**config.mk**
```make
export PLATFORM = sky130hd
export DESIGN_NAME = mcp3202_spi_responder
export DESIGN_NICKNAME = d
export VERILOG_FILES = /design/src/rtl/mcp3202_spi_responder.sv
export SDC_FILE = /design/constraint.sdc
export NUM_CORES = 1
export LEC_CHECK = 0
export BUFFER_PORTS_ARGS = -buffer_cell sky130_fd_sc_hd__buf_2
export CAP_MARGIN = 20
export CORE_ASPECT_RATIO = 1.4
export CORE_MARGIN = 4
export CORE_UTILIZATION = 25
export CTS_BUF_LIST = sky130_fd_sc_hd__clkbuf_8
export DETAILED_ROUTE_END_ITERATION = 8
export SYNTH_ARGS = -nofsm -noshare
export SYNTH_HDL_FRONTEND = slang
export SYNTH_SLANG_ARGS = --single-unit
```
**constraint.sdc**
```tcl
create_clock -name clk -period 2.15 [get_ports clk]
set_input_delay 0 -clock clk [delete_from_list [all_inputs] [get_ports clk]]
set_output_delay 0 -clock clk [all_outputs]
set_load 0.1 [all_outputs]
```
**src/rtl/mcp3202_spi_responder.sv**
```systemverilog
// mcp3202_spi_responder: emulates an MCP3202 ADC SPI slave (mode 0,0), serving codes loaded over AXI-Stream.
// All SPI pins are resynchronised into clk; miso is a registered output driven from sck falls.
module mcp3202_spi_responder #(
    parameter int SYNC_STAGES = 2,
    parameter int LSB_REPEAT  = 1
) (
    input  logic        clk,
    input  logic        rst_n,
    input  logic        cs,
    input  logic        sck,
    input  logic        mosi,
    output logic        miso,
    output logic        miso_oe,
    input  logic [15:0] s_axis_adc_tdata,
    input  logic        s_axis_adc_tvalid,
    output logic        s_axis_adc_tready,
    output logic        frame_done,
    output logic        frame_err
);

    typedef enum logic [3:0] {
        IDLE, WAIT_START, GET_SGL, GET_ODD, GET_MSBF, NULL_BIT, DATA_MSB, DATA_LSB, DONE
    } state_t;

    state_t state;
    logic [SYNC_STAGES-1:0] cs_sr, sck_sr, mosi_sr;
    logic        cs_d, sck_d;
    logic        cs_s, sck_s, mosi_s;
    logic        cs_fall, cs_rise, sck_rise, sck_fall;
    logic [11:0] ch0_q, ch1_q, shreg, snap, sat01, sat10;
    logic [12:0] d01, d10;
    logic [3:0]  cnt;
    logic        sgl_q, msbf_q;
    logic        unused;

    assign unused = ^s_axis_adc_tdata[15:13];

    always_ff @(posedge clk or negedge rst_n) begin
        if (!rst_n) begin
            cs_sr   <= '1;
            sck_sr  <= '0;
            mosi_sr <= '0;
            cs_d    <= 1'b1;
            sck_d   <= 1'b0;
        end else begin
            cs_sr   <= {cs_sr[SYNC_STAGES-2:0], cs};
            sck_sr  <= {sck_sr[SYNC_STAGES-2:0], sck};
            mosi_sr <= {mosi_sr[SYNC_STAGES-2:0], mosi};
            cs_d    <= cs_s;
            sck_d   <= sck_s;
        end
    end

    assign cs_s     = cs_sr[SYNC_STAGES-1];
    assign sck_s    = sck_sr[SYNC_STAGES-1];
    assign mosi_s   = mosi_sr[SYNC_STAGES-1];
    assign cs_fall  = cs_d & ~cs_s;
    assign cs_rise  = ~cs_d & cs_s;
    assign sck_rise = ~cs_s & sck_s & ~sck_d;
    assign sck_fall = ~cs_s & ~sck_s & sck_d;

    // Pseudo-differential results clamp at zero rather than wrapping.
    assign d01   = {1'b0, ch0_q} - {1'b0, ch1_q};
    assign d10   = {1'b0, ch1_q} - {1'b0, ch0_q};
    assign sat01 = d01[12] ? 12'd0 : d01[11:0];
    assign sat10 = d10[12] ? 12'd0 : d10[11:0];
    assign snap  = sgl_q ? (mosi_s ? ch1_q : ch0_q) : (mosi_s ? sat10 : sat01);

    always_ff @(posedge clk or negedge rst_n) begin
        if (!rst_n) begin
            ch0_q             <= '0;
            ch1_q             <= '0;
            s_axis_adc_tready <= 1'b0;
        end else begin
            s_axis_adc_tready <= 1'b1;
            if (s_axis_adc_tvalid && s_axis_adc_tready) begin
                if (s_axis_adc_tdata[12]) ch1_q <= s_axis_adc_tdata[11:0];
                else                      ch0_q <= s_axis_adc_tdata[11:0];
            end
        end
    end

    always_ff @(posedge clk or negedge rst_n) begin
        if (!rst_n) begin
            state      <= IDLE;
            shreg      <= '0;
            cnt        <= '0;
            sgl_q      <= 1'b0;
            msbf_q     <= 1'b0;
            miso       <= 1'b0;
            miso_oe    <= 1'b0;
            frame_done <= 1'b0;
            frame_err  <= 1'b0;
        end else begin
            frame_done <= 1'b0;
            frame_err  <= 1'b0;
            if (cs_rise) begin
                state     <= IDLE;
                miso      <= 1'b0;
                miso_oe   <= 1'b0;
                frame_err <= (state == NULL_BIT) || (state == DATA_MSB) || (state == DATA_LSB);
            end else begin
                case (state)
                    IDLE:       if (cs_fall) state <= WAIT_START;
                    WAIT_START: if (sck_rise && mosi_s) state <= GET_SGL;
                    GET_SGL: if (sck_rise) begin
                        sgl_q <= mosi_s;
                        state <= GET_ODD;
                    end
                    GET_ODD: if (sck_rise) begin
                        shreg <= snap;
                        state <= GET_MSBF;
                    end
                    GET_MSBF: if (sck_rise) begin
                        msbf_q <= mosi_s;
                        state  <= NULL_BIT;
                    end
                    NULL_BIT: if (sck_fall) begin
                        miso    <= 1'b0;
                        miso_oe <= 1'b1;
                        cnt     <= 4'd11;
                        state   <= DATA_MSB;
                    end
                    DATA_MSB: if (sck_fall) begin
                        miso <= shreg[cnt];
                        if (cnt == 4'd0) begin
                            cnt   <= 4'd1;
                            state <= (msbf_q || LSB_REPEAT == 0) ? DONE : DATA_LSB;
                        end else begin
                            cnt <= cnt - 4'd1;
                        end
                    end
                    DATA_LSB: if (sck_fall) begin
                        miso <= shreg[cnt];
                        cnt  <= cnt + 4'd1;
                        if (cnt == 4'd11) state <= DONE;
                    end
                    // miso_oe doubles as "final fall not yet seen" so later edges are ignored.
                    DONE: if (sck_fall && miso_oe) begin
                        miso       <= 1'b0;
                        miso_oe    <= 1'b0;
                        frame_done <= 1'b1;
                    end
                    default: state <= IDLE;
                endcase
            end
        end
    end

endmodule

```
==> results of run 1 <==
==> power groups by stage <==
stage | combinational, mW | sequential (mW) | clock, mW
after CTS | 2.89 | 1.58 | 1.00
after global routing | 3.34 | 1.62 | 1.06
after global placement | 2.74 | 1.59 | 0
after floorplan | 1.91 | 1.56 | 0
final | 3.02 | 1.58 | 0.969
after detailed placement | 2.77 | 1.60 | 0
==> cell usage after synthesis (3+ instances only) <==
| cell type | number | area, um2 |
|---|---|---|
| sky130_fd_sc_hd__inv_1 | 37 | 139 |
| sky130_fd_sc_hd__nor3_1 | 6 | 30.0 |
| sky130_fd_sc_hd__dfstp_2 | 3 | 78.8 |
| sky130_fd_sc_hd__buf_1 | 3 | 11.3 |
| sky130_fd_sc_hd__a22oi_1 | 7 | 52.6 |
| sky130_fd_sc_hd__o21a_1 | 3 | 22.5 |
| sky130_fd_sc_hd__nand4_1 | 7 | 43.8 |
| sky130_fd_sc_hd__o21ai_1 | 9 | 45.0 |
| sky130_fd_sc_hd__nor2b_1 | 3 | 18.8 |
| sky130_fd_sc_hd__a31oi_1 | 3 | 18.8 |
| sky130_fd_sc_hd__buf_2 | 13 | 65.1 |
| sky130_fd_sc_hd__mux2i_1 | 13 | 130 |
| sky130_fd_sc_hd__xnor2_1 | 8 | 70.1 |
| sky130_fd_sc_hd__a21oi_1 | 49 | 245 |
| sky130_fd_sc_hd__nand3b_1 | 4 | 30.0 |
| sky130_fd_sc_hd__nor2_1 | 22 | 82.6 |
| sky130_fd_sc_hd__ha_1 | 28 | 350 |
| sky130_fd_sc_hd__nand2_1 | 18 | 67.6 |
| sky130_fd_sc_hd__mux2_2 | 26 | 293 |
| sky130_fd_sc_hd__dfrtp_1 | 56 | 1400 |
| sky130_fd_sc_hd__mux4_2 | 3 | 67.6 |
| sky130_fd_sc_hd__clkbuf_1 | 6 | 22.5 |
| sky130_fd_sc_hd__a211o_1 | 3 | 26.3 |
| sky130_fd_sc_hd__xor2_1 | 5 | 43.8 |
| sky130_fd_sc_hd__nand3_1 | 6 | 30.0 |
| sky130_fd_sc_hd__a21o_1 | 10 | 75.1 |
| sky130_fd_sc_hd__nand2b_1 | 4 | 25.0 |
| sky130_fd_sc_hd__and3_1 | 6 | 37.5 |
| sky130_fd_sc_hd__nor3b_1 | 10 | 75.1 |
| sky130_fd_sc_hd__a21oi_2 | 3 | 26.3 |
| sky130_fd_sc_hd__o21ai_0 | 20 | 100 |
==> cell families (layout without fill, tap and decap cells) <==
logic type	after synthesis	in the layout	share of synthesized area (%)
AOI/OAI and AO/OA	132	133	20.5
xor gates and xnor gates	13	13	2.75
adders and majority gates	30	30	9.42
and+or+nand+nor	101	102	13.4
buffers and inverters	61	163	6.28
DFF	59	59	35.7
muxes	42	42	11.8
other	1	1	0.0905
==> state kept, by name (all words and copies together) (netlist names), 2 cells and up <==
register,count
cs_sr,2
state,4
cnt,4
ch1_q,12
mosi_sr,2
ch0_q,12
sck_sr,2
shreg,12
==> through the flow <==
stage	instances	hold WS, ns
after global placement	702	0.0239
after CTS	737	0.194
after detailed placement	702	0.0185
after global routing	742	0.243
final	742	0.169
after floorplan	439	-0.296
==> worst paths after layout <==
kind,from,endpoint,slack [ns],depth (start not counted)
setup / recovery,ch1_q[0],shreg[10],-0.15,10
hold / removal,rst_n,shreg[5],0.17,2
setup reg to reg,ch1_q[0],shreg[10],-0.15,10
hold reg to reg,sck_sr[0],sck_sr[1],0.35,0
max in group asynchronous,rst_n,cs_d,1.27,3
min in group clk,s_axis_adc_tdata[12],ch1_q[4],0.23,4
==> timing repair <==
action,4_1_cts,5_1_grt
pin swaps,5,8
hold endpoints to repair,49,0
gates resized for setup,9,18
buffers inserted,1,5
setup endpoints to repair,12,12
hold buffers,16,0
cloned,2,0
==> area by class of cell <==
| class | instances | area, um2 |
|---|---|---|
| clock buffers | 9 | 124 |
| clock inverters | 7 | 58.8 |
| fillers | 1671 | 10800 |
| inverters | 37 | 139 |
| multi-input cells | 321 | 2530 |
| flip-flops and latches | 59 | 1480 |
| well taps | 199 | 249 |
| repair buffers | 110 | 812 |
==> layer usage <==
metal  routed length (um)  global-route usage [%]  vias up
li1                     -                       -     1781
met5                    0                       0        -
met3                  367                    3.02       31
met2                 5490                    20.6       69
met1                 4130                    12.8     1749
met4                  398                    5.48        0
==> worst reg2reg max path: cells and delay by family (launching register included) <==
kind,cells,cell delay [ns]
adder cells (fa/ha/maj),2,0.56
flip-flops,1,0.42
AND/OR/NAND/NOR,3,0.55
buffers and inverters,2,0.12
AO/OA/AOI/OAI,3,0.54
==> qor.json, run 1 <==
{
  "timing": {
    "period_share_pct": 107,
    "timing.final.max_slew_violations": 0,
    "grt_setup_unrepaired": "yes",
    "timing.final.crit_period_ns": 2.30,
    "setup_ws_ns": -0.150,
    "finalHoldViolCount": 0,
    "report.final.setup_viol": 12,
    "worst_slew_margin_rel_pct": 57.1,
    "worst-slew-pin-transition_ns": 0.637,
    "finalClockSkew_ns": 0.0138,
    "finalSetupTns_ns": -1.18,
    "fmax_mhz": 435
  },
  "setup_path": {
    "element_type_at_the_critical_path_end": "flip-flop",
    "timing.critical_path.from_type": "flip-flop",
    "cp_data_required_time_ns": 2.40,
    "path_delay_family": "adder cells",
    "worstPathBufferInverterCount": 2,
    "max_stage_delay_ns": 0.42,
    "worst-path-max-fanout": 6,
    "timing.critical_path.slowest_stage_cell": "sky130_fd_sc_hd__dfrtp_1",
    "timing.critical_path.cells": "inv_1 > ha_2 > inv_2 > fa_2 > nand3_4 > a21oi_4 > or3_4 > a31o_4 > a221oi_2 > nor2_1",
    "cp.arrival_ns": 2.55,
    "path_class": "reg -> reg"
  },
  "detailed_routing": {
    "detail_route.wirelength_um": 10400,
    "routed-via-count": 3630,
    "drc": 0,
    "post_drt_wl_per_cell_um": 14.0,
    "vias_per_cell": 4.89,
    "postRouteAntennaNets": 0,
    "drtIter0Drc": 148,
    "first_pass_iters": 4
  },
  "yosys": {
    "synth.cell_area_um2": 4140,
    "yosys_register_bits": 59,
    "yosysUniqueCellTypes": 64,
    "gate_count_of_the_mapped_netlist": 439,
    "synth_nets": 491,
    "synth-edff-count": 0,
    "synthArstFlopShare_pct": 100,
    "synth_flop_cell": "sky130_fd_sc_hd__dfrtp_1",
    "synth_area_per_cell_um2": 9.44,
    "seq_area_frac_synth_pct": 35.7,
    "yosysWarnings": 0
  },
  "power_and_ir_drop": {
    "power_report.internal_total_mw": 3.25,
    "power_leakage_nw": 2.45,
    "vdd_ir_drop_max_uv": 317,
    "power_mw": 5.57,
    "proportion_of_total_power_due_to_net_switching_pct": 41.6,
    "p_per_area_nw_per_um2": 1030,
    "p_switching_mw": 2.32,
    "p_seq_share_pct": 28.4,
    "clkPwrFrac_pct": 17.4,
    "pwr-share-comb_pct": 54.2
  },
  "finish": {
    "drive_above_1_share_pct": 32.8,
    "final_area_um2": 5390,
    "num-nets-final": 590,
    "layout.cells.most_common": "sky130_fd_sc_hd__buf_4",
    "syn_to_final_growth_pct": 30.2,
    "num_antenna_cells": 0,
    "mostFrequentLayoutCells": "sky130_fd_sc_hd__buf_4 (70), sky130_fd_sc_hd__dfrtp_1 (56), sky130_fd_sc_hd__a21oi_1 (47)",
    "postLayoutCoreUtil_pct": 33.2
  },
  "floorplanning": {
    "placementRows": 55,
    "core_area_um2": 16200,
    "fp.dieArea_um2": 18700,
    "die_width_um": 117,
    "boundaryPins": 27,
    "die_height_um": 160,
    "initial_core_util_pct": 25.5
  },
  "clock_network": {
    "numClockSinks": 59,
    "numCtsBuffers": 9,
    "clk_pin_slew_ns": 0.08,
    "clock-root-buffer": "sky130_fd_sc_hd__clkbuf_8",
    "cts_tree": "yes",
    "htree_num_levels": 3,
    "insertion_delay_ns": 0.37,
    "clk_buf_depth": 2
  },
  "outcome": {
    "outcome": "finished with violations",
    "violations": "negative setup slack"
  },
  "grt": {
    "grt_max_degree": 26,
    "overflow": 0,
    "vias_in_the_first_global_route": 3802,
    "grt_first_pass_wirelength_um": 17500,
    "grt_usage_pct": 11.7,
    "antenna_violations_before_repair": 0
  },
  "placed_design": {
    "placed_area_um2": 4880,
    "place_worst_setup_slack_ns": -0.205,
    "io_buffer_count": 23,
    "dp_hpwl_um": 7980,
    "gp_congestion": 0.888
  },
  "worst_hold_path": {
    "min-delay-path-class": "in -> async"
  },
  "flow_run": {
    "cap_viol_max_count": 0
  }
}
(Power assumes the default switching activity.)
==> run 2: changes to the inputs <==
--- a/config.mk
+++ b/config.mk
@@ -12,6 +12,7 @@
 export CORE_UTILIZATION = 25
 export CTS_BUF_LIST = sky130_fd_sc_hd__clkbuf_8
 export DETAILED_ROUTE_END_ITERATION = 8
+export PLACE_DENSITY = 0.52
 export SYNTH_ARGS = -nofsm -noshare
 export SYNTH_HDL_FRONTEND = slang
 export SYNTH_SLANG_ARGS = --single-unit
==> run 2 against run 1 <==
Against the previous run: the run still ends with negative setup slack left; count of clock-buffer cells in the layout did not move; worst hold slack improved by 0.025 ns; via count fell by 1.2%; first-iteration DRC count rose by 15%; non-clock buffer count fell by 1; clock power rose by 12%; core utilization rose by 0.72 points; routed wire length rose by 3.0%; largest power group unchanged; highest routed layer unchanged.
==> qor.json, run 2 (synthesis gave the netlist of run 1 again) <==
{
  "power_and_ir_drop": {
    "power": {"value": 5.82, "unit": "mW", "change": "was 5.57 mW"},
    "power_report.internal_total": {"value": 3.44, "unit": "mW", "change": "was 3.25 mW"},
    "p_per_area": {"value": 1060, "unit": "nW/um2", "change": "was 1030 nW/um2"},
    "pwr-share-comb": {"value": 53.8, "unit": "%", "change": "was 54.2%"},
    "power_leakage": {"value": 2.48, "unit": "nW", "change": "was 2.45 nW"},
    "clkPwrFrac": {"value": 18.8, "unit": "%", "change": "was 17.4%"},
    "p_seq_share": {"value": 27.4, "unit": "%", "change": "was 28.4%"},
    "proportion_of_total_power_due_to_net_switching": {"value": 40.9, "unit": "%", "change": "was 41.6%"},
    "p_switching": {"value": 2.38, "unit": "mW", "change": "was 2.32 mW"},
    "vdd_ir_drop_max": {"value": 335, "unit": "uV", "change": "was 317 uV"}
  },
  "flow_run": {
    "cap_viol_max_count": {"value": 0, "change": "unchanged"}
  },
  "outcome": {
    "outcome": {"value": "finished with violations", "change": "unchanged"},
    "violations": {"value": "negative setup slack", "change": "unchanged"}
  },
  "setup_path": {
    "endpoint": {"value": "shreg[10]", "change": "unchanged"},
    "timing.critical_path.from_type": {"value": "flip-flop", "change": "unchanged"},
    "path_class": {"value": "reg -> reg", "change": "unchanged"},
    "cp_data_required_time": {"value": 2.38, "unit": "ns", "change": "was 2.40 ns"},
    "r2r_start": {"value": "ch1_q[0]", "change": "unchanged"},
    "worst_r2r_path_depth": {"value": 10, "change": "unchanged"},
    "crit_path_start": {"value": "ch1_q[0]", "change": "unchanged"},
    "regToRegSetupSlack": {"value": -0.17, "unit": "ns", "change": "was -0.15 ns"},
    "worst_r2r_end": {"value": "shreg[10]", "change": "unchanged"},
    "element_type_at_the_critical_path_end": {"value": "flip-flop", "change": "unchanged"},
    "max_stage_delay": {"value": 0.42, "unit": "ns", "change": "about the same"},
    "timing.critical_path.slowest_stage_cell": {"value": "sky130_fd_sc_hd__dfrtp_1", "change": "unchanged"},
    "cp.arrival": {"value": 2.55, "unit": "ns", "change": "about the same"},
    "worst-path-max-fanout": {"value": 6, "change": "unchanged"},
    "timing.critical_path.cells": {"value": "inv_1 > ha_2 > inv_2 > fa_2 > nand3_2 > a21oi_2 > or3_4 > a31o_4 > a221oi_2 > nor2_1", "change": "was inv_1 > ha_2 > inv_2 > fa_2 > nand3_4 > a21oi_4 > or3_4 > a31o_4 > a221oi_2 > nor2_1"}
  },
  "finish": {
    "num-nets-final": {"value": 589, "change": "was 590"},
    "drive_above_1_share": {"value": 33.8, "unit": "%", "change": "was 32.8%"},
    "final_area": {"value": 5510, "unit": "um2", "change": "was 5390 um2"},
    "num_antenna_cells": {"value": 0, "change": "unchanged"},
    "mostFrequentLayoutCells": {"value": "sky130_fd_sc_hd__buf_4 (68), sky130_fd_sc_hd__dfrtp_1 (56), sky130_fd_sc_hd__a21oi_1 (47)", "change": "was sky130_fd_sc_hd__buf_4 (70), sky130_fd_sc_hd__dfrtp_1 (56), sky130_fd_sc_hd__a21oi_1 (47)"},
    "syn_to_final_growth": {"value": 33.0, "unit": "%", "change": "was 30.2%"},
    "biggestRegsByFlops": {"value": "ch0_q: 12 flops, ch1_q: 12 flops, shreg: 12 flops", "change": "unchanged"},
    "nFillCells": {"value": 1690, "change": "was 1671"},
    "layout.cells.most_common": {"value": "sky130_fd_sc_hd__buf_4", "change": "unchanged"}
  },
  "timing": {
    "worst_slew_margin_rel": {"value": 58.6, "unit": "%", "change": "was 57.1%"},
    "timing.final.max_slew_violations": {"value": 0, "change": "unchanged"},
    "finalSetupTns": {"value": -1.17, "unit": "ns", "change": "was -1.18 ns"},
    "fmax": {"value": 431, "unit": "MHz", "change": "was 435 MHz"},
    "report.final.setup_viol": {"value": 12, "change": "unchanged"},
    "setup_ws": {"value": -0.170, "unit": "ns", "change": "was -0.150 ns"},
    "finalHoldViolCount": {"value": 0, "change": "unchanged"},
    "worst-slew-pin-transition": {"value": 0.614, "unit": "ns", "change": "was 0.637 ns"},
    "finalClockSkew": {"value": 0.0226, "unit": "ns", "change": "was 0.0138 ns"},
    "grt_setup_unrepaired": {"value": "yes", "change": "unchanged"},
    "period_share": {"value": 108, "unit": "%", "change": "was 107%"},
    "timing.final.crit_period": {"value": 2.32, "unit": "ns", "change": "was 2.30 ns"}
  },
  "grt": {
    "overflow": {"value": 0, "change": "unchanged"},
    "grt_first_pass_wirelength": {"value": 18200, "unit": "um", "change": "was 17500 um"},
    "antenna_violations_before_repair": {"value": 0, "change": "unchanged"},
    "grt_usage": {"value": 12.1, "unit": "%", "change": "was 11.7%"},
    "vias_in_the_first_global_route": {"value": 3780, "change": "was 3802"},
    "grt_max_degree": {"value": 37, "change": "was 26"}
  },
  "floorplanning": {
    "placementRows": {"value": 55, "change": "unchanged"},
    "boundaryPins": {"value": 27, "change": "unchanged"},
    "die_height": {"value": 160, "unit": "um", "change": "unchanged"},
    "fp.dieArea": {"value": 18700, "unit": "um2", "change": "unchanged"},
    "initial_core_util": {"value": 25.5, "unit": "%", "change": "unchanged"},
    "die_width": {"value": 117, "unit": "um", "change": "unchanged"},
    "core_area": {"value": 16200, "unit": "um2", "change": "unchanged"}
  },
  "detailed_routing": {
    "drc": {"value": 0, "change": "unchanged"},
    "drtIter0Drc": {"value": 170, "change": "was 148"},
    "post_drt_wl_per_cell": {"value": 14.4, "unit": "um", "change": "was 14.0 um"},
    "first_pass_iters": {"value": 4, "change": "unchanged"},
    "wl_met3": {"value": 263, "unit": "um", "change": "was 367 um"},
    "postRouteAntennaNets": {"value": 0, "change": "unchanged"},
    "routed-via-count": {"value": 3587, "change": "was 3630"},
    "vias_per_cell": {"value": 4.84, "change": "was 4.89"},
    "routed-wl-met2": {"value": 5800, "unit": "um", "change": "was 5490 um"},
    "detail_route.wirelength": {"value": 10700, "unit": "um", "change": "was 10400 um"},
    "wl_met1": {"value": 4310, "unit": "um", "change": "was 4130 um"},
    "dr.max_layer_used": {"value": "met4", "change": "unchanged"}
  },
  "placed_design": {
    "placed_area": {"value": 4870, "unit": "um2", "change": "was 4880 um2"},
    "dp_hpwl": {"value": 8080, "unit": "um", "change": "was 7980 um"},
    "place_worst_setup_slack": {"value": -0.222, "unit": "ns", "change": "was -0.205 ns"},
    "io_buffer_count": {"value": 23, "change": "unchanged"},
    "gp_congestion": {"value": 0.890, "change": "was 0.888"}
  },
  "clock_network": {
    "numClockSinks": {"value": 59, "change": "unchanged"},
    "insertion_delay": {"value": 0.36, "unit": "ns", "change": "was 0.37 ns"},
    "htree_num_levels": {"value": 3, "change": "unchanged"},
    "clock-root-buffer": {"value": "sky130_fd_sc_hd__clkbuf_8", "change": "unchanged"},
    "numCtsBuffers": {"value": 9, "change": "unchanged"},
    "cts_tree": {"value": "yes", "change": "unchanged"},
    "clk_pin_slew": {"value": 0.09, "unit": "ns", "change": "was 0.08 ns"},
    "clk_buf_depth": {"value": 2, "change": "unchanged"}
  },
  "worst_hold_path": {
    "min-delay-path-class": {"value": "in -> async", "change": "unchanged"}
  }
}
==> run 2: cell types whose count changed in the layout (fill, tap and decap cells not counted), moves of 2 or more <==
cell                      previous run  this run
sky130_fd_sc_hd__ha_4                1         7
sky130_fd_sc_hd__a22oi_2             3         5
sky130_fd_sc_hd__a22oi_1             4         2
sky130_fd_sc_hd__buf_4              70        68
sky130_fd_sc_hd__ha_1               22        19
sky130_fd_sc_hd__buf_12              0         2
sky130_fd_sc_hd__ha_2                5         2
==> run 2: critical path: cells and delay by family, from the launching register on <==
family	cells	cell delay (ns)
DFF	1	0.42
AOI/OAI and AO/OA	3	0.57
buffers and inverters	2	0.11
and+or+nand+nor	3	0.55
adders and majority gates	2	0.54
==> run 2: how the worst min path moves through the flow <==
stage	cells past startpoint	startpoint	slack, ns	to
2_1_floorplan	0	rst_n	-0.30	ch0_q[0]
5_1_grt	2	rst_n	0.25	ch0_q[3]
3_3_place_gp	1	rst_n	0.05	mosi_sr[1]
3_5_place_dp	1	rst_n	0.05	mosi_sr[0]
6_report	2	rst_n	0.19	ch0_q[3]
4_1_cts	2	rst_n	0.22	ch0_q[3]
==> run 2: final cells by class <==
cell class | instances | area [um2] | share of cell area, %
clock buffer | 9 | 124 | 2.25
clock inverter | 7 | 81.3 | 1.48
inverter | 37 | 139 | 2.52
multi-input combinational | 321 | 2610 | 47.4
sequential | 59 | 1480 | 26.9
tap | 199 | 249 | 4.52
timing repair buffer | 109 | 826 | 15.0
==> run 2: stage by stage <==
| stage | hold WS (ns) | instances | util (%) |
|---|---|---|---|
| floorplan | -0.296 | 439 | - |
| global placement | 0.0470 | 697 | 30.0 |
| detailed placement | 0.0509 | 697 | 30.0 |
| CTS | 0.220 | 735 | 32.9 |
| global route | 0.246 | 741 | 33.9 |
| finish | 0.194 | 741 | 33.9 |
==> run 2: what timing repair did <==
| item | CTS | global route |
|---|---|---|
| pin swaps | 9 | 13 |
| buffers inserted | 4 | 6 |
| hold buffers | 16 | 0 |
| gates resized for setup | 15 | 21 |
| endpoints found under the setup margin | 12 | 12 |
| hold endpoints to repair | 50 | 0 |
| gates cloned | 2 | 0 |
==> run 2: power groups by stage <==
stage | Sequential, mW | Clock (mW) | Combinational [mW]
2_1_floorplan | 1.56 | 0 | 1.91
3_3_place_gp | 1.59 | 0 | 2.73
3_5_place_dp | 1.61 | 0 | 2.77
4_1_cts | 1.59 | 1.13 | 2.93
5_1_grt | 1.64 | 1.17 | 3.45
6_report | 1.59 | 1.09 | 3.13
==> run 2: routing by layer <==
metal / up-vias / track usage [%]
li1: 1782 / -
met1: 1725 / 13.9
met2: 59 / 21.6
met3: 21 / 2.30
met4: 0 / 4.85
met5: - / 0
